File: src/rtl/icache_pkg.sv
// icache_pkg: shared types and constants for the instruction-cache fill path.
//   - bus_cmd_t     : processor-to-memory command encodings
//   - line_t        : 13-bit line address (fetch PC bits [15:3])
//   - mshr_entry_t  : one outstanding-load record (valid, memory tag, line)
//   - helpers to split a line into cache index/tag and to form a bus address
package icache_pkg;

  localparam int LINE_W = 13;
  localparam int IDX_W  = 4;
  localparam int TAG_W  = 9;
  localparam int MTAG_W = 4;

  typedef enum logic [1:0] {
    BUS_NONE  = 2'd0,
    BUS_LOAD  = 2'd1,
    BUS_STORE = 2'd2
  } bus_cmd_t;

  typedef logic [LINE_W-1:0] line_t;

  typedef struct packed {
    logic              valid;
    logic [MTAG_W-1:0] mem_tag;
    line_t             line;
  } mshr_entry_t;

  localparam line_t       LINE_ZERO  = 13'd0;
  localparam line_t       LINE_ONE   = 13'd1;
  localparam mshr_entry_t MSHR_EMPTY = '{valid: 1'b0, mem_tag: 4'd0, line: 13'd0};

  // Cache set index is the low four bits of the line address.
  function automatic logic [IDX_W-1:0] line_idx(input line_t line);
    return line[IDX_W-1:0];
  endfunction

  // Cache tag is everything above the index.
  function automatic logic [TAG_W-1:0] line_tag(input line_t line);
    return line[LINE_W-1:IDX_W];
  endfunction

  // Byte address of a line on the memory bus: upper and offset bits are zero.
  function automatic logic [63:0] line_addr(input line_t line);
    return {48'd0, line, 3'd0};
  endfunction

endpackage

File: src/rtl/icache_mshr.sv
// icache_mshr: outstanding-load table for the instruction-cache fill path.
// Ports:
//   clock, reset            - clock, asynchronous active-high reset
//   alloc_en/tag/line       - record an accepted load in the lowest free slot
//   ret_tag                 - memory return tag (0 = no return this cycle)
//   ret_hit/ret_line        - a valid entry owns ret_tag, and its line address
//   dmd_line/dmd_match      - demand line already outstanding
//   pf_line/pf_match        - prefetch candidate already outstanding
//   has_free/full           - free-slot status as of the start of the cycle
module icache_mshr
  import icache_pkg::*;
#(
  parameter int NUM_MSHR = 4
) (
  input  logic              clock,
  input  logic              reset,
  input  logic              alloc_en,
  input  logic [MTAG_W-1:0] alloc_tag,
  input  line_t             alloc_line,
  input  logic [MTAG_W-1:0] ret_tag,
  output logic              ret_hit,
  output line_t             ret_line,
  input  line_t             dmd_line,
  output logic              dmd_match,
  input  line_t             pf_line,
  output logic              pf_match,
  output logic              has_free,
  output logic              full
);

  mshr_entry_t         entry_r [NUM_MSHR];
  logic [NUM_MSHR-1:0] alloc_oh_s;
  logic [NUM_MSHR-1:0] ret_oh_s;

  // Table lookups: lowest free slot, lowest slot owning the return tag, line matches.
  // Free status is taken from registered state only, so a slot retiring this
  // cycle is not offered for allocation until the next one.
  always_comb begin
    logic alloc_taken;
    logic ret_taken;
    alloc_taken = 1'b0;
    ret_taken   = 1'b0;
    alloc_oh_s  = {NUM_MSHR{1'b0}};
    ret_oh_s    = {NUM_MSHR{1'b0}};
    ret_line    = LINE_ZERO;
    dmd_match   = 1'b0;
    pf_match    = 1'b0;
    for (int i = 0; i < NUM_MSHR; i++) begin
      if (!entry_r[i].valid && !alloc_taken) begin
        alloc_oh_s[i] = 1'b1;
        alloc_taken   = 1'b1;
      end else begin
        alloc_oh_s[i] = 1'b0;
      end
      if (entry_r[i].valid && (ret_tag != {MTAG_W{1'b0}}) &&
          (entry_r[i].mem_tag == ret_tag) && !ret_taken) begin
        ret_oh_s[i] = 1'b1;
        ret_taken   = 1'b1;
        ret_line    = entry_r[i].line;
      end else begin
        ret_oh_s[i] = 1'b0;
      end
      dmd_match = dmd_match | (entry_r[i].valid && (entry_r[i].line == dmd_line));
      pf_match  = pf_match  | (entry_r[i].valid && (entry_r[i].line == pf_line));
    end
    ret_hit  = ret_taken;
    has_free = alloc_taken;
    full     = !alloc_taken;
  end

  // Entry storage: fill the chosen free slot, invalidate the slot whose line returned.
  always_ff @(posedge clock or posedge reset) begin
    if (reset) begin
      for (int i = 0; i < NUM_MSHR; i++) begin
        entry_r[i] <= MSHR_EMPTY;
      end
    end else begin
      for (int i = 0; i < NUM_MSHR; i++) begin
        if (alloc_en && alloc_oh_s[i]) begin
          entry_r[i] <= '{valid: 1'b1, mem_tag: alloc_tag, line: alloc_line};
        end else if (ret_oh_s[i]) begin
          entry_r[i].valid <= 1'b0;
        end else begin
          entry_r[i] <= entry_r[i];
        end
      end
    end
  end

endmodule

File: src/rtl/icache_fill_ctrl.sv
// icache_fill_ctrl: miss detection, next-line prefetch and line fill for the
// 2-way, 16-set instruction cache.
// Ports:
//   clock, reset                     - clock, asynchronous active-high reset
//   fetch_addr, fetch_en             - fetch PC and request strobe
//   rd_idx, rd_tag, cache_rd_valid   - demand lookup and its hit result
//   pf_idx, pf_tag, cache_pf_valid   - prefetch-candidate lookup and its hit result
//   wr_en, wr_idx, wr_tag, wr_data   - cache fill write port
//   proc2mem_command, proc2mem_addr  - line load request to memory
//   mem2proc_response                - nonzero: request accepted with this tag
//   mem2proc_data, mem2proc_tag      - returned line and its tag (0 = none)
//   fetch_stall                      - demand line not yet present
module icache_fill_ctrl
  import icache_pkg::*;
#(
  parameter int NUM_MSHR = 4,
  parameter int PF_DEPTH = 4
) (
  input  logic              clock,
  input  logic              reset,
  input  logic [63:0]       fetch_addr,
  input  logic              fetch_en,
  input  logic              cache_rd_valid,
  input  logic              cache_pf_valid,
  output logic [IDX_W-1:0]  rd_idx,
  output logic [TAG_W-1:0]  rd_tag,
  output logic [IDX_W-1:0]  pf_idx,
  output logic [TAG_W-1:0]  pf_tag,
  output logic              wr_en,
  output logic [IDX_W-1:0]  wr_idx,
  output logic [TAG_W-1:0]  wr_tag,
  output logic [63:0]       wr_data,
  output logic [1:0]        proc2mem_command,
  output logic [63:0]       proc2mem_addr,
  input  logic [MTAG_W-1:0] mem2proc_response,
  input  logic [63:0]       mem2proc_data,
  input  logic [MTAG_W-1:0] mem2proc_tag,
  output logic              fetch_stall
);

  localparam int CNT_W = (PF_DEPTH > 0) ? $clog2(PF_DEPTH + 1) : 1;
  localparam logic [CNT_W-1:0] CNT_ZERO = CNT_W'(0);
  localparam logic [CNT_W-1:0] CNT_ONE  = CNT_W'(1);
  localparam logic [CNT_W-1:0] CNT_LOAD = CNT_W'(PF_DEPTH);

  line_t            fetch_line_s;
  line_t            pf_ptr_r;
  line_t            pf_ptr_nxt_s;
  logic [CNT_W-1:0] pf_count_r;
  logic [CNT_W-1:0] pf_count_nxt_s;

  logic     demand_miss_s;
  logic     demand_issue_s;
  logic     pf_pending_s;
  logic     pf_skip_s;
  logic     pf_issue_s;
  logic     accepted_s;
  line_t    alloc_line_s;
  bus_cmd_t cmd_s;

  logic     ret_hit_s;
  line_t    ret_line_s;
  logic     dmd_match_s;
  logic     pf_match_s;
  logic     has_free_s;
  logic     full_s;
  logic     unused_s;

  assign fetch_line_s = fetch_addr[15:3];
  assign rd_idx       = line_idx(fetch_line_s);
  assign rd_tag       = line_tag(fetch_line_s);
  assign pf_idx       = line_idx(pf_ptr_r);
  assign pf_tag       = line_tag(pf_ptr_r);
  assign fetch_stall  = fetch_en && !cache_rd_valid;
  assign unused_s     = ^{fetch_addr[63:16], fetch_addr[2:0], full_s};

  icache_mshr #(
    .NUM_MSHR (NUM_MSHR)
  ) u_mshr (
    .clock      (clock),
    .reset      (reset),
    .alloc_en   (accepted_s),
    .alloc_tag  (mem2proc_response),
    .alloc_line (alloc_line_s),
    .ret_tag    (mem2proc_tag),
    .ret_hit    (ret_hit_s),
    .ret_line   (ret_line_s),
    .dmd_line   (fetch_line_s),
    .dmd_match  (dmd_match_s),
    .pf_line    (pf_ptr_r),
    .pf_match   (pf_match_s),
    .has_free   (has_free_s),
    .full       (full_s)
  );

  // Issue arbitration (demand before prefetch), bus drive and prefetch pointer update.
  // A demand miss always re-seeds the prefetcher, whether or not it goes to the bus.
  always_comb begin
    cmd_s          = BUS_NONE;
    proc2mem_addr  = 64'd0;
    alloc_line_s   = fetch_line_s;
    pf_ptr_nxt_s   = pf_ptr_r;
    pf_count_nxt_s = pf_count_r;

    demand_miss_s  = fetch_en && !cache_rd_valid;
    demand_issue_s = demand_miss_s && !dmd_match_s && has_free_s;
    pf_pending_s   = (pf_count_r != CNT_ZERO) && !demand_issue_s;
    pf_skip_s      = pf_pending_s && (cache_pf_valid || pf_match_s);
    pf_issue_s     = pf_pending_s && !pf_skip_s && has_free_s;
    accepted_s     = (mem2proc_response != 4'd0) && (demand_issue_s || pf_issue_s);

    if (demand_issue_s) begin
      cmd_s         = BUS_LOAD;
      proc2mem_addr = line_addr(fetch_line_s);
      alloc_line_s  = fetch_line_s;
    end else if (pf_issue_s) begin
      cmd_s         = BUS_LOAD;
      proc2mem_addr = line_addr(pf_ptr_r);
      alloc_line_s  = pf_ptr_r;
    end else begin
      cmd_s         = BUS_NONE;
      proc2mem_addr = 64'd0;
    end

    if (demand_miss_s) begin
      pf_ptr_nxt_s   = fetch_line_s + LINE_ONE;
      pf_count_nxt_s = CNT_LOAD;
    end else if (pf_skip_s || (pf_issue_s && accepted_s)) begin
      pf_ptr_nxt_s   = pf_ptr_r + LINE_ONE;
      pf_count_nxt_s = pf_count_r - CNT_ONE;
    end else begin
      pf_ptr_nxt_s   = pf_ptr_r;
      pf_count_nxt_s = pf_count_r;
    end
  end

  assign proc2mem_command = cmd_s;

  // Fill port: a matched return is written through in the cycle it arrives.
  always_comb begin
    wr_data = mem2proc_data;
    if (ret_hit_s) begin
      wr_en  = 1'b1;
      wr_idx = line_idx(ret_line_s);
      wr_tag = line_tag(ret_line_s);
    end else begin
      wr_en  = 1'b0;
      wr_idx = 4'd0;
      wr_tag = 9'd0;
    end
  end

  // Prefetch pointer and remaining-lines counter.
  always_ff @(posedge clock or posedge reset) begin
    if (reset) begin
      pf_ptr_r   <= LINE_ZERO;
      pf_count_r <= CNT_ZERO;
    end else begin
      pf_ptr_r   <= pf_ptr_nxt_s;
      pf_count_r <= pf_count_nxt_s;
    end
  end

endmodule
File: config.mk
export PLATFORM = sky130hd
export DESIGN_NAME = icache_fill_ctrl
export DESIGN_NICKNAME = d
export VERILOG_FILES = /design/src/rtl/icache_pkg.sv /design/src/rtl/icache_mshr.sv /design/src/rtl/icache_fill_ctrl.sv
export SDC_FILE = /design/constraint.sdc
export NUM_CORES = 1
export LEC_CHECK = 0
export BUFFER_PORTS_ARGS = -buffer_cell sky130_fd_sc_hd__clkbuf_2
export CORE_MARGIN = 4
export CORE_UTILIZATION = 45
export DETAILED_ROUTE_END_ITERATION = 8
export PLACE_DENSITY = 0.75
export RECOVER_POWER = 25
export SYNTH_ARGS = -nofsm -noshare
export SYNTH_HDL_FRONTEND = slang
export SYNTH_SLANG_ARGS = --single-unit
export TNS_END_PERCENT = 10
File: constraint.sdc
create_clock -name clock -period 3 [get_ports clock]
set_input_delay 0.45 -clock clock [delete_from_list [all_inputs] [get_ports clock]]
set_output_delay 0.45 -clock clock [all_outputs]
set_load 0.1 [all_outputs]
==> results of run 1 <==
==> worst max-delay path by stage <==
stage | from | endpoint | slack, ns | depth (start not counted)
after global placement | mem2proc_tag[3] | wr_tag[1] | -0.03 | 9
after detailed placement | mem2proc_tag[3] | wr_tag[1] | -0.03 | 9
after CTS | u_mshr.entry_r[33] | wr_tag[1] | -0.06 | 8
final | pf_ptr_r[1] | proc2mem_addr[5] | -0.04 | 9
after floorplan | pf_ptr_r[7] | proc2mem_addr[4] | -0.19 | 7
after global routing | pf_ptr_r[3] | proc2mem_addr[7] | -0.08 | 10
==> cells by family after synthesis <==
family / after synthesis
AO/OA/AOI/OAI: 145
XOR/XNOR: 136
adder cells (fa/ha/maj): 3
buffers and inverters: 257
flip-flops: 88
multiplexers: 18
other: 1
AND/OR/NAND/NOR: 199
==> what timing repair did <==
action,4_1_cts,5_1_grt
setup endpoints to repair,27,27
resized for setup,10,42
pin swaps,2,16
buffers inserted,16,19
==> where the power goes <==
group / internal [mW] / switching, mW / total (mW) / leakage [nW]
clock: 0.689 / 0.481 / 1.17 / 0.150
sequential: 1.76 / 0.921 / 2.68 / 0.968
combinational: 2.84 / 4.18 / 7.03 / 2.62
==> placed cells by master (no fill, tap or decap), drive strengths merged, types with 3 or more instances in the layout <==
| cell type | instances |
|---|---|
| a211oi | 8 |
| a21o | 4 |
| a21oi | 11 |
| a221o | 13 |
| a221oi | 35 |
| a22o | 9 |
| a22oi | 13 |
| and3 | 3 |
| buf | 118 |
| clkbuf | 65 |
| conb | 52 |
| dfrtp | 88 |
| ha | 3 |
| inv | 59 |
| mux2 | 17 |
| nand2 | 39 |
| nand2b | 3 |
| nand3 | 18 |
| nand4 | 27 |
| nand4b | 4 |
| nor2 | 23 |
| nor3 | 51 |
| nor4 | 9 |
| o2111ai | 3 |
| o21ai | 19 |
| o221a | 17 |
| o31ai | 5 |
| or3 | 12 |
| xnor2 | 130 |
| xor2 | 6 |
==> metrics by stage <==
stage / setup TNS, ns / area [µm²] / utilization (%)
floorplan: -3.160 / 7845 / -
global placement: -0.06365 / 8010 / 48.30
detailed placement: -0.08051 / 8010 / 48.30
CTS: -0.5447 / 8513 / 51.34
global route: -1.102 / 8917 / 53.77
finish: -0.2980 / 8917 / 53.77
==> Yosys cell counts, drive strengths merged (3+ instances only) <==
master	n	share of area, %
nor2	23	1.1
a21oi	11	0.87
a22oi	13	1.3
nor4	9	0.74
a211oi	8	0.86
clkbuf	25	1.2
mux2	17	2.5
a221o	13	1.7
o21ai	19	1.3
nor3	51	3.4
buf	172	17
xnor2	130	15
a22o	9	1.0
o2111ai	3	0.35
nand2	39	1.9
dfrtp	88	29
nand2b	3	0.25
xor2	6	0.69
a221oi	35	5.5
inv	60	3.0
ha	3	0.49
or3	12	0.99
nand3	18	1.2
o31ai	5	0.49
a21o	4	0.41
nand4	27	2.2
o221a	17	2.5
and3	3	0.25
nand4b	4	0.46
==> metal layers <==
| layer | GRT usage [%] | vias to the layer above |
|---|---|---|
| li1 | - | 2865 |
| met1 | 31.50 | 3166 |
| met2 | 35.87 | 366 |
| met3 | 5.298 | 66 |
| met4 | 11.91 | 0 |
| met5 | 0 | - |
==> flip-flops by register name, indices dropped and copies added, names as in the netlist <==
register / count
pf_count_r: 3
pf_ptr_r: 13
u_mshr.entry_r: 72
==> final cells by class <==
type / count / area, µm² / share of cell area, %
clock buffers: 13 / 260.3 / 2.918
clock inverters: 3 / 40.04 / 0.4490
inverters: 60 / 226.5 / 2.540
multi-input cells: 553 / 4292 / 48.13
flip-flops and latches: 88 / 2225 / 24.95
well taps: 220 / 275.3 / 3.087
repair buffers: 170 / 1599 / 17.93
==> worst max-delay path: cells and delay by family (launching register included) <==
family / cells / cell delay [ns]
AO/OA/AOI/OAI: 2 / 0.40
XOR/XNOR: 1 / 0.17
AND/OR/NAND/NOR: 3 / 0.72
buffers and inverters: 3 / 0.44
flip-flops: 1 / 0.50
==> summary.md, run 1 <==
| Metric | Value |
|---|---|
| Worst setup EP type | `output pin` |
| Post-Synthesis Cells | `847` |
| Worst-case clock buffer depth | `2` |
| End of the worst register-to-register path | `pf_ptr_r[12]` |
| I/O Pins | `312` |
| Worst Path Required | `2.55 ns` |
| GP Congestion | `0.9364` |
| Maximum clock frequency | `329.1 MHz` |
| Async SR Flop Fraction | `100.0%` |
| Mapped Area | `7594 µm²` |
| CTS Sinks | `88` |
| Synth Area in Adders | `0.4943%` |
| RSZ-0062 raised after global routing | `true` |
| CP max stage cell | `dfrtp_2` |
| First-pass GRT wire length | `34260 µm` |
| DIE HEIGHT | `137.9 µm` |
| Number of fill cells | `1460` |
| TritonCTS clock tree | `built` |
| Fin crit share | `101.3%` |
| Max H-tree Level | `3` |
| Yosys cell types | `54` |
| Residual DRC | `0` |
| Final Hold Fails | `0` |
| Final net count | `1026` |
| IO Port Bufs | `80` |
| Rel. slew slack | `22.21%` |
| Top FF cell, synth | `dfrtp_1` |
| Post-placement cell count | `1056` |
| Post-Route WL | `22840 µm` |
| Slew Viols, Final | `0` |
| Area Overhead vs Synth | `17.43%` |
| Mux contribution to synthesized area | `2.653%` |
| Setup slack, reg-to-reg | `0.02 ns` |
| Hold WS | `0.2971 ns` |
| Worst Max-Slew Pin Slew | `1.161 ns` |
| Largest family of logic cells by synthesized area | `buffers and inverters` |
| Total grt overflow | `0` |
| Hold buffers post-CTS | `0` |
| DR top layer | `met4` |
| Share of post-route cells with drive strength above 1 | `36.30%` |
| GRT Overall Usage | `23.57%` |
| Clock Skew | `0.005799 ns` |
| Via/cell ratio | `5.838` |
| Post-synthesis xor/xnor area fraction | `15.69%` |
| Largest net degree at the start of global routing | `41` |
| WS Path Type | `register to output pin` |
| DRT Pass-1 Iters | `5` |
| EDFF count, synth | `0` |
| Critical register-to-register path startpoint | `pf_ptr_r[11]` |
| Peak supply drop | `0.0007732 V` |
| Crit-path max FO | `8` |
| Antenna violations before repair | `0` |
| Routed wl met3 | `2144 µm` |
| Max-cap violations | `0` |
| Most frequent CP cell | `buf_12` |
| Initial Util | `45.79%` |
| Failing checks | `negative setup slack` |
| Status | `finished with violations` |
| Met2 Routed Length | `10660 µm` |
| Worst R2R Path Depth | `9` |
| PD cells | `1219 nW/µm²` |
| Critical path cell sequence | `xnor2_1, nand4_1, nor4_2, or4_4, a211oi_2, buf_6, buf_12, a22o_1, buf_12` |
| Cell Rows | `47` |
| Pleak | `3.740 nW` |
| Crit path launch type | `register` |
| CORE AREA | `16580 µm²` |
| DR WL/cell | `20.63 µm` |
| Clock Pin Slew Worst Setup and Hold Paths | `0.06 ns` |
| Post-synthesis sequential area ratio | `29.00%` |
| Dpl hpwl | `16540 µm` |
| Syn avg cell area | `8.965 µm²` |
| Endpoints failing setup | `13` |
| Detailed Route Iter0 Violations | `714` |
| Vias in the first global route | `6187` |
| Max incr delay on CP | `0.50 ns` |
| PnR worst setup slack | `-0.03880 ns` |
| Die area | `19020 µm²` |
| Num CTS Buffers | `9` |
| Detail Route Antenna Nets | `0` |
| Vias | `6463` |
| Synth Area in Simple Gates | `13.61%` |
| Pre-CTS WS | `-0.03205 ns` |
| Die width | `137.9 µm` |
| Crit path DAT | `2.59 ns` |
| Crit path time final | `3.039 ns` |
| Total design power | `10.87 mW` |
| Layout Cells excl Fill | `1107` |
| Syn. warnings | `0` |
| Clk_lat worst skew | `0.36 ns` |
| Hold Path Class | `input port to async pin` |
| Root Driver | `clkbuf_16` |
| Number of synthesized register bits | `88` |
| Met1 wire length | `9266 µm` |
| Post-synthesis compound-gate area fraction | `17.14%` |
| Antenna Cells | `0` |
Power figures use the tool's default switching activity.
==> run 2: changes to the inputs <==
--- a/config.mk
+++ b/config.mk
@@ -7,9 +7,9 @@
 export LEC_CHECK = 0
 export BUFFER_PORTS_ARGS = -buffer_cell sky130_fd_sc_hd__clkbuf_2
 export CORE_MARGIN = 4
-export CORE_UTILIZATION = 45
+export CORE_UTILIZATION = 50
 export DETAILED_ROUTE_END_ITERATION = 8
-export PLACE_DENSITY = 0.75
+export PLACE_DENSITY = 0.83
 export RECOVER_POWER = 25
 export SYNTH_ARGS = -nofsm -noshare
 export SYNTH_HDL_FRONTEND = slang
==> summary.md, run 2 (synthesis results as in run 1) <==
| Metric | Value |
|---|---|
| Final Hold Fails | `0 (unchanged)` |
| Number of flip-flops in the largest register | `72 (unchanged)` |
| Number of fill cells | `1216 (was 1460)` |
| Fin crit share | `102.7% (was 101.3%)` |
| Antenna Cells | `0 (unchanged)` |
| Total design power | `10.57 mW (was 10.87 mW)` |
| Post-DP Area | `7963 µm² (was 8010 µm²)` |
| Dpl hpwl | `16060 µm (was 16540 µm)` |
| Worst-case clock buffer depth | `2 (unchanged)` |
| Status | `finished with violations (unchanged)` |
| Die width | `131.2 µm (was 137.9 µm)` |
| Internal power | `5.106 mW (was 5.287 mW)` |
| Root Driver | `clkbuf_16 (unchanged)` |
| Via/cell ratio | `6.101 (was 5.838)` |
| RSZ-0062 raised after global routing | `true (unchanged)` |
| Biggest regs | `u_mshr.entry_r: 72 flops, pf_ptr_r: 13 flops, pf_count_r: 3 flops (unchanged)` |
| Switching Share | `51.68% (was 51.38%)` |
| Die area | `17220 µm² (was 19020 µm²)` |
| Clk pwr share | `11.2% (was 10.8%)` |
| Clock Pin Slew Worst Setup and Hold Paths | `0.06 ns (about the same)` |
| Crit path DAT | `2.63 ns (was 2.59 ns)` |
| Global routing's busiest layer | `met2 (unchanged)` |
| Worst Path Required | `2.55 ns (about the same)` |
| I/O Pins | `312 (unchanged)` |
| Area Overhead vs Synth | `13.71% (was 17.43%)` |
| GRT Overall Usage | `24.65% (was 23.57%)` |
| Rel. slew slack | `-23.91% (was 22.21%)` |
| Num CTS Buffers | `9 (unchanged)` |
| DR WL/cell | `20.71 µm (was 20.63 µm)` |
| Max-cap violations | `1 (was 0)` |
| Pleak | `3.569 nW (was 3.740 nW)` |
| Final net count | `1019 (was 1026)` |
| Failing checks | `max-capacitance violations, max-slew violations, negative setup slack (was negative setup slack)` |
| Share of post-route cells with drive strength above 1 | `33.07% (was 36.30%)` |
| Combinational power share | `64.1% (was 64.6%)` |
| Vias | `6491 (was 6463)` |
| PnR worst setup slack | `-0.08221 ns (was -0.03880 ns)` |
| Largest net degree at the start of global routing | `40 (was 41)` |
| DIE HEIGHT | `131.2 µm (was 137.9 µm)` |
| Endpoints failing setup | `13 (unchanged)` |
| Most frequent cells in the layout | `130 x xnor2_1, 78 x buf_4, 75 x dfrtp_1 (was 113 x xnor2_1, 79 x buf_4, 70 x dfrtp_1)` |
| Final core occ | `58.74% (was 53.77%)` |
| Vias in the first global route | `6219 (was 6187)` |
| Hold Path Class | `input port to register (was input port to async pin)` |
| Crit-path max FO | `8 (unchanged)` |
| Initial Util | `51.66% (was 45.79%)` |
| Routing usage on met2 | `39.31% (was 35.87%)` |
| IO Port Bufs | `80 (unchanged)` |
| Post-placement cell count | `1018 (was 1056)` |
| Clock Skew | `0.01093 ns (was 0.005799 ns)` |
| WS Path Type | `register to output pin (unchanged)` |
| Slew Viols, Final | `39 (was 0)` |
| Commonest non-fill, non-tap cell in the layout | `xnor2_1 (unchanged)` |
| Clk_lat worst skew | `0.36 ns (about the same)` |
| Total grt overflow | `0 (unchanged)` |
| Antenna violations before repair | `0 (unchanged)` |
| GR Layer Usage met1 | `32.90% (was 31.50%)` |
| Layout Cells excl Fill | `1064 (was 1107)` |
| Max H-tree Level | `3 (unchanged)` |
| TritonCTS clock tree | `built (unchanged)` |
| Crit path time final | `3.082 ns (was 3.039 ns)` |
| Grt met3 use | `5.505% (was 5.298%)` |
| Total net switching power | `5.461 mW (was 5.587 mW)` |
| Residual DRC | `0 (unchanged)` |
| CORE AREA | `14700 µm² (was 16580 µm²)` |
| First-pass GRT wire length | `34500 µm (was 34260 µm)` |
| Crit path launch type | `register (unchanged)` |
| Cell area after layout | `8635 µm² (was 8917 µm²)` |
| Peak supply drop | `0.0005932 V (was 0.0007732 V)` |
| GP Congestion | `0.9926 (was 0.9364)` |
| DRT Pass-1 Iters | `5 (unchanged)` |
| Hold buffers post-CTS | `0 (unchanged)` |
| Detail Route Antenna Nets | `0 (unchanged)` |
| Cell Rows | `44 (was 47)` |
| Worst Max-Slew Pin Slew | `1.848 ns (was 1.161 ns)` |
| Sequential share of power | `24.7% (was 24.6%)` |
| Top reg by flops | `u_mshr.entry_r (unchanged)` |
| PD cells | `1224 nW/µm² (was 1219 nW/µm²)` |
| Maximum clock frequency | `324.4 MHz (was 329.1 MHz)` |
| Detailed Route Iter0 Violations | `774 (was 714)` |
| Post-Route WL | `22040 µm (was 22840 µm)` |
| CTS Sinks | `88 (unchanged)` |
| Worst setup EP type | `output pin (unchanged)` |
==> run 2: cell types whose count changed in the layout (fill, tap and decap cells not counted), moves of 2 or more <==
cell / previous run / this run
xnor2_2: 16 / 0
xnor2_1: 113 / 130
o21ai_4: 3 / 1
buf_6: 4 / 1
dfrtp_1: 70 / 75
buf_12: 35 / 33
clkinvlp_4: 0 / 2
nor4_4: 3 / 1
o21ai_2: 1 / 3
dfrtp_2: 18 / 13
clkbuf_2: 52 / 50
==> run 2: stage by stage <==
step | setup TNS [ns] | hold slack (ns) | setup WS [ns]
3_3_place_gp | 0 | 0.5079 | 0.03098
6_report | -0.7107 | 0.4164 | -0.08221
3_5_place_dp | -0.01787 | 0.5149 | -0.01787
4_1_cts | 0 | 0.1929 | 0.002627
2_1_floorplan | -3.160 | 0.4950 | -0.1888
5_1_grt | -0.9670 | 0.4333 | -0.09704
==> run 2: metal layers <==
metal  vias up  routed length (µm)
li1       2847                   -
met1      3136                8966
met5         -                   0
met4         0                 582
met2       455               10130
met3        53                2361
==> run 2: area by class of cell <==
cell class / count / area [µm²] / area share, %
Multi-Input combinational cell: 553 / 4140 / 47.95
Sequential cell: 88 / 2218 / 25.69
Timing Repair Buffer: 163 / 1511 / 17.50
Clock buffer: 11 / 252.7 / 2.927
Tap cell: 184 / 230.2 / 2.666
Inverter: 60 / 226.5 / 2.623
Clock inverter: 5 / 55.05 / 0.6376
==> run 2: worst paths after layout <==
kind / startpoint / endpoint / slack (ns) / depth (start not counted)
setup / recovery: pf_ptr_r[4] / proc2mem_addr[3] / -0.08 / 9
max in group asynchronous: reset / pf_ptr_r[6] / 1.51 / 2
hold reg to reg: u_mshr.entry_r[51] / u_mshr.entry_r[51] / 0.52 / 1
hold / removal: mem2proc_response[2] / u_mshr.entry_r[15] / 0.42 / 2
min in group asynchronous: reset / u_mshr.entry_r[70] / 0.54 / 2
setup reg to reg: u_mshr.entry_r[48] / u_mshr.entry_r[69] / 0.13 / 7
==> run 2: worst max-delay path, stage by stage, from the launching register on <==
cell and delay [ns]:
dfrtp_2 0.50, xnor2_1 0.19, nand4_1 0.13, nor4_2 0.07, or4_4 0.51, a211oi_4 0.29
buf_6 0.20, nand2_1 0.08, o21ai_2 0.10, buf_12 0.21
==> run 2: timing repair <==
item                       4_1_cts  5_1_grt
pin swaps                        1        3
resized for setup               10       13
setup endpoints to repair       14       27
gates cloned                     1        0
buffers inserted                15       14
==> run 2: power groups by stage <==
stage,sequential (mW),clock [mW],combinational [mW]
2_1_floorplan,2.71,0,5.00
3_3_place_gp,2.62,0,6.18
3_5_place_dp,2.65,0,6.30
4_1_cts,2.58,1.19,6.52
5_1_grt,2.66,1.22,7.13
6_report,2.61,1.18,6.78
==> run 3: changes to the inputs <==
--- a/config.mk
+++ b/config.mk
@@ -7,11 +7,12 @@
 export LEC_CHECK = 0
 export BUFFER_PORTS_ARGS = -buffer_cell sky130_fd_sc_hd__clkbuf_2
 export CORE_MARGIN = 4
-export CORE_UTILIZATION = 50
+export CORE_UTILIZATION = 49
 export DETAILED_ROUTE_END_ITERATION = 8
-export PLACE_DENSITY = 0.83
+export PLACE_DENSITY = 0.82
 export RECOVER_POWER = 25
 export SYNTH_ARGS = -nofsm -noshare
 export SYNTH_HDL_FRONTEND = slang
+export SYNTH_HIERARCHICAL = 1
 export SYNTH_SLANG_ARGS = --single-unit
 export TNS_END_PERCENT = 10
==> constraint.sdc (replaced) <==
create_clock -name clock -period 3 [get_ports clock]
set_input_delay 0.3 -clock clock [delete_from_list [all_inputs] [get_ports clock]]
set_output_delay 0.3 -clock clock [all_outputs]
set_load 0.1 [all_outputs]
==> summary.md, run 3 <==
| Metric | Value |
|---|---|
| Status | `finished with violations (unchanged)` |
| Failing checks | `max-capacitance violations, max-slew violations (was max-capacitance violations, max-slew violations, negative setup slack)` |
| DRT Pass-1 Iters | `5 (unchanged)` |
| Routed wl met3 | `1965 µm (was 2361 µm)` |
| Dpl hpwl | `15400 µm (was 16060 µm)` |
| Share of post-route cells with drive strength above 1 | `36.84% (was 33.07%)` |
| Number of fill cells | `1161 (was 1216)` |
| Pleak | `3.378 nW (was 3.569 nW)` |
| Post-DP Area | `7646 µm² (was 7963 µm²)` |
| First-pass GRT wire length | `30040 µm (was 34500 µm)` |
| CP bufs+invs | `4 (was 2)` |
| Via/cell ratio | `5.737 (was 6.101)` |
| Post-Synthesis Cells | `723 (was 847)` |
| Antenna Cells | `0 (unchanged)` |
| Crit path launch type | `register (unchanged)` |
| Initial Util | `50.76% (was 51.66%)` |
| CORE AREA | `14040 µm² (was 14700 µm²)` |
| Hold buffers post-CTS | `0 (unchanged)` |
| Pre-CTS WS | `0.1099 ns (was -0.01787 ns)` |
| IO Port Bufs | `80 (unchanged)` |
| Syn avg cell area | `9.859 µm² (was 8.965 µm²)` |
| I/O Pins | `312 (unchanged)` |
| Num CTS Buffers | `9 (unchanged)` |
| Hold WS | `0.03762 ns (was 0.4164 ns)` |
| Max-cap violations | `1 (unchanged)` |
| CTS Sinks | `88 (unchanged)` |
| Crit-path max FO | `14 (was 8)` |
| DIE HEIGHT | `128.6 µm (was 131.2 µm)` |
| Rel. slew slack | `-17.64% (was -23.91%)` |
| Vias | `5347 (was 6491)` |
| Syn. warnings | `6 (was 0)` |
| Slew Viols, Final | `73 (was 39)` |
| GP Congestion | `1.014 (was 0.9926)` |
| WS Path Type | `register to output pin (unchanged)` |
| Number of flip-flops in the largest register | `72 (unchanged)` |
| Layout Cells excl Fill | `932 (was 1064)` |
| Maximum clock frequency | `336.8 MHz (was 324.4 MHz)` |
| Area Overhead vs Synth | `12.16% (was 13.71%)` |
| Antenna violations before repair | `0 (unchanged)` |
| Total grt overflow | `0 (unchanged)` |
| GRT Overall Usage | `23.61% (was 24.65%)` |
| TritonCTS clock tree | `built (unchanged)` |
| Crit path DAT | `2.67 ns (was 2.63 ns)` |
| Mapped Area | `7128 µm² (was 7594 µm²)` |
| DR top layer | `met4 (unchanged)` |
| Met2 Routed Length | `9865 µm (was 10130 µm)` |
| PD cells | `1221 nW/µm² (was 1224 nW/µm²)` |
| Most frequent CP cell | `nand4_1` |
| Critical path cell sequence | `buf_4, xor2_1, nor4_1, nand4_1, nand4_1, nor3b_2, buf_6, nor2b_4, clkbuf_16, a22o_2, buf_12 (was xnor2_1, nand4_1, nor4_2, or4_4, a211oi_4, buf_6, nand2_1, o21ai_2, buf_12)` |
| Max incr delay on CP | `0.42 ns (was 0.51 ns)` |
| Biggest regs | `u_mshr/entry_r: 72 flops, pf_ptr_r: 13 flops, pf_count_r: 3 flops (was u_mshr.entry_r: 72 flops, pf_ptr_r: 13 flops, pf_count_r: 3 flops)` |
| Cell Rows | `43 (was 44)` |
| Setup TNS | `0 ns (was -0.7107 ns)` |
| Final net count | `891 (was 1019)` |
| Detail Route Antenna Nets | `0 (unchanged)` |
| Multi-input logic area | `3979 µm² (was 4140 µm²)` |
| Worst Path Required | `2.70 ns (was 2.55 ns)` |
| Post-placement cell count | `914 (was 1018)` |
| PnR worst setup slack | `0.03057 ns (was -0.08221 ns)` |
| Total design power | `9.761 mW (was 10.57 mW)` |
| Residual DRC | `0 (unchanged)` |
| Fin crit share | `98.98% (was 102.7%)` |
| Met1 wire length | `7835 µm (was 8966 µm)` |
| DR WL/cell | `21.43 µm (was 20.71 µm)` |
| Peak supply drop | `0.0006275 V (was 0.0005932 V)` |
| Post-Route WL | `19970 µm (was 22040 µm)` |
| Vias in the first global route | `5339 (was 6219)` |
| Hold Path Class | `input port to async pin (was input port to register)` |
| Worst setup EP type | `output pin (unchanged)` |
| Commonest non-fill, non-tap cell in the layout | `xnor2_1 (unchanged)` |
| Die area | `16540 µm² (was 17220 µm²)` |
| Final core occ | `56.94% (was 58.74%)` |
| Largest net degree at the start of global routing | `73 (was 40)` |
| Cell area after layout | `7995 µm² (was 8635 µm²)` |
| Worst-case clock buffer depth | `2 (unchanged)` |
| RSZ-0062 raised after global routing | `true (unchanged)` |
| Clk_lat worst skew | `0.35 ns (was 0.36 ns)` |
| Final Hold Fails | `0 (unchanged)` |
| Max H-tree Level | `3 (unchanged)` |
| Crit path time final | `2.969 ns (was 3.082 ns)` |
| Clock Skew | `0.007235 ns (was 0.01093 ns)` |
| Most frequent cells in the layout | `85 x xnor2_1, 82 x mux2_2, 74 x dfrtp_1 (was 130 x xnor2_1, 78 x buf_4, 75 x dfrtp_1)` |
| Die width | `128.6 µm (was 131.2 µm)` |
| CP max stage cell | `dfrtp_1 (was or4_4)` |
| Worst Max-Slew Pin Slew | `1.765 ns (was 1.848 ns)` |
| Endpoints failing setup | `0 (was 13)` |
| Critical path's top delay family | `simple AND/OR/NAND/NOR gates (unchanged)` |
| Sequential cell area | `2230 µm² (was 2218 µm²)` |
| Root Driver | `clkbuf_16 (unchanged)` |
| Top reg by flops | `u_mshr/entry_r (was u_mshr.entry_r)` |
| Detailed Route Iter0 Violations | `406 (was 774)` |
| Clock Pin Slew Worst Setup and Hold Paths | `0.07 ns (was 0.06 ns)` |
run 3: worst paths after layout:
check | slack [ns] | cells after the start | end | from
worst max-delay path | 0.03 | 11 | proc2mem_addr[14] | u_mshr/entry_r[29]
worst min-delay path | 0.04 | 2 | pf_ptr_r[5] | reset
worst max register to register | 0.12 | 11 | u_mshr/entry_r[21] | pf_ptr_r[2]
worst min register to register | 0.53 | 1 | u_mshr/entry_r[67] | u_mshr/entry_r[67]
max in group asynchronous | 1.28 | 3 | u_mshr/entry_r[3] | reset
min in group clock | 0.26 | 2 | u_mshr/entry_r[49] | mem2proc_response[0]
run 3: layout make-up:
cell class,instances,share of cell area (%)
repair buffers,127,15.52
flip-flops and latches,88,27.89
multi-input cells,513,49.77
well taps,180,2.817
inverters,8,0.3756
clock buffers,9,2.817
clock inverters,7,0.8138
run 3: layer usage:
metal / vias up / track usage [%]
li1: 2364 / -
met1: 2643 / 31.46
met2: 310 / 39.50
met3: 30 / 4.732
met4: 0 / 6.115
met5: - / 0
run 3: what timing repair did:
item | in CTS | in global routing
resized for setup | 3 | 5
cloned | 0 | 1
pin swaps | 2 | 2
endpoints found under the hold margin | 0 | 0
setup endpoints to repair | 14 | 26
setup buffers | 0 | 1
run 3: power by group:
group	switching, mW	internal, mW
Sequential	0.953	1.79
Combinational	3.47	2.42
Clock	0.537	0.585
run 3: worst register-to-register path, delay by kind of cell, from the launching register on:
kind / cells / cell delay, ns
simple gates: 7 / 1.33
flops: 1 / 0.53
buf+inv: 2 / 0.36
mux: 1 / 0.36
xor+xnor: 1 / 0.19
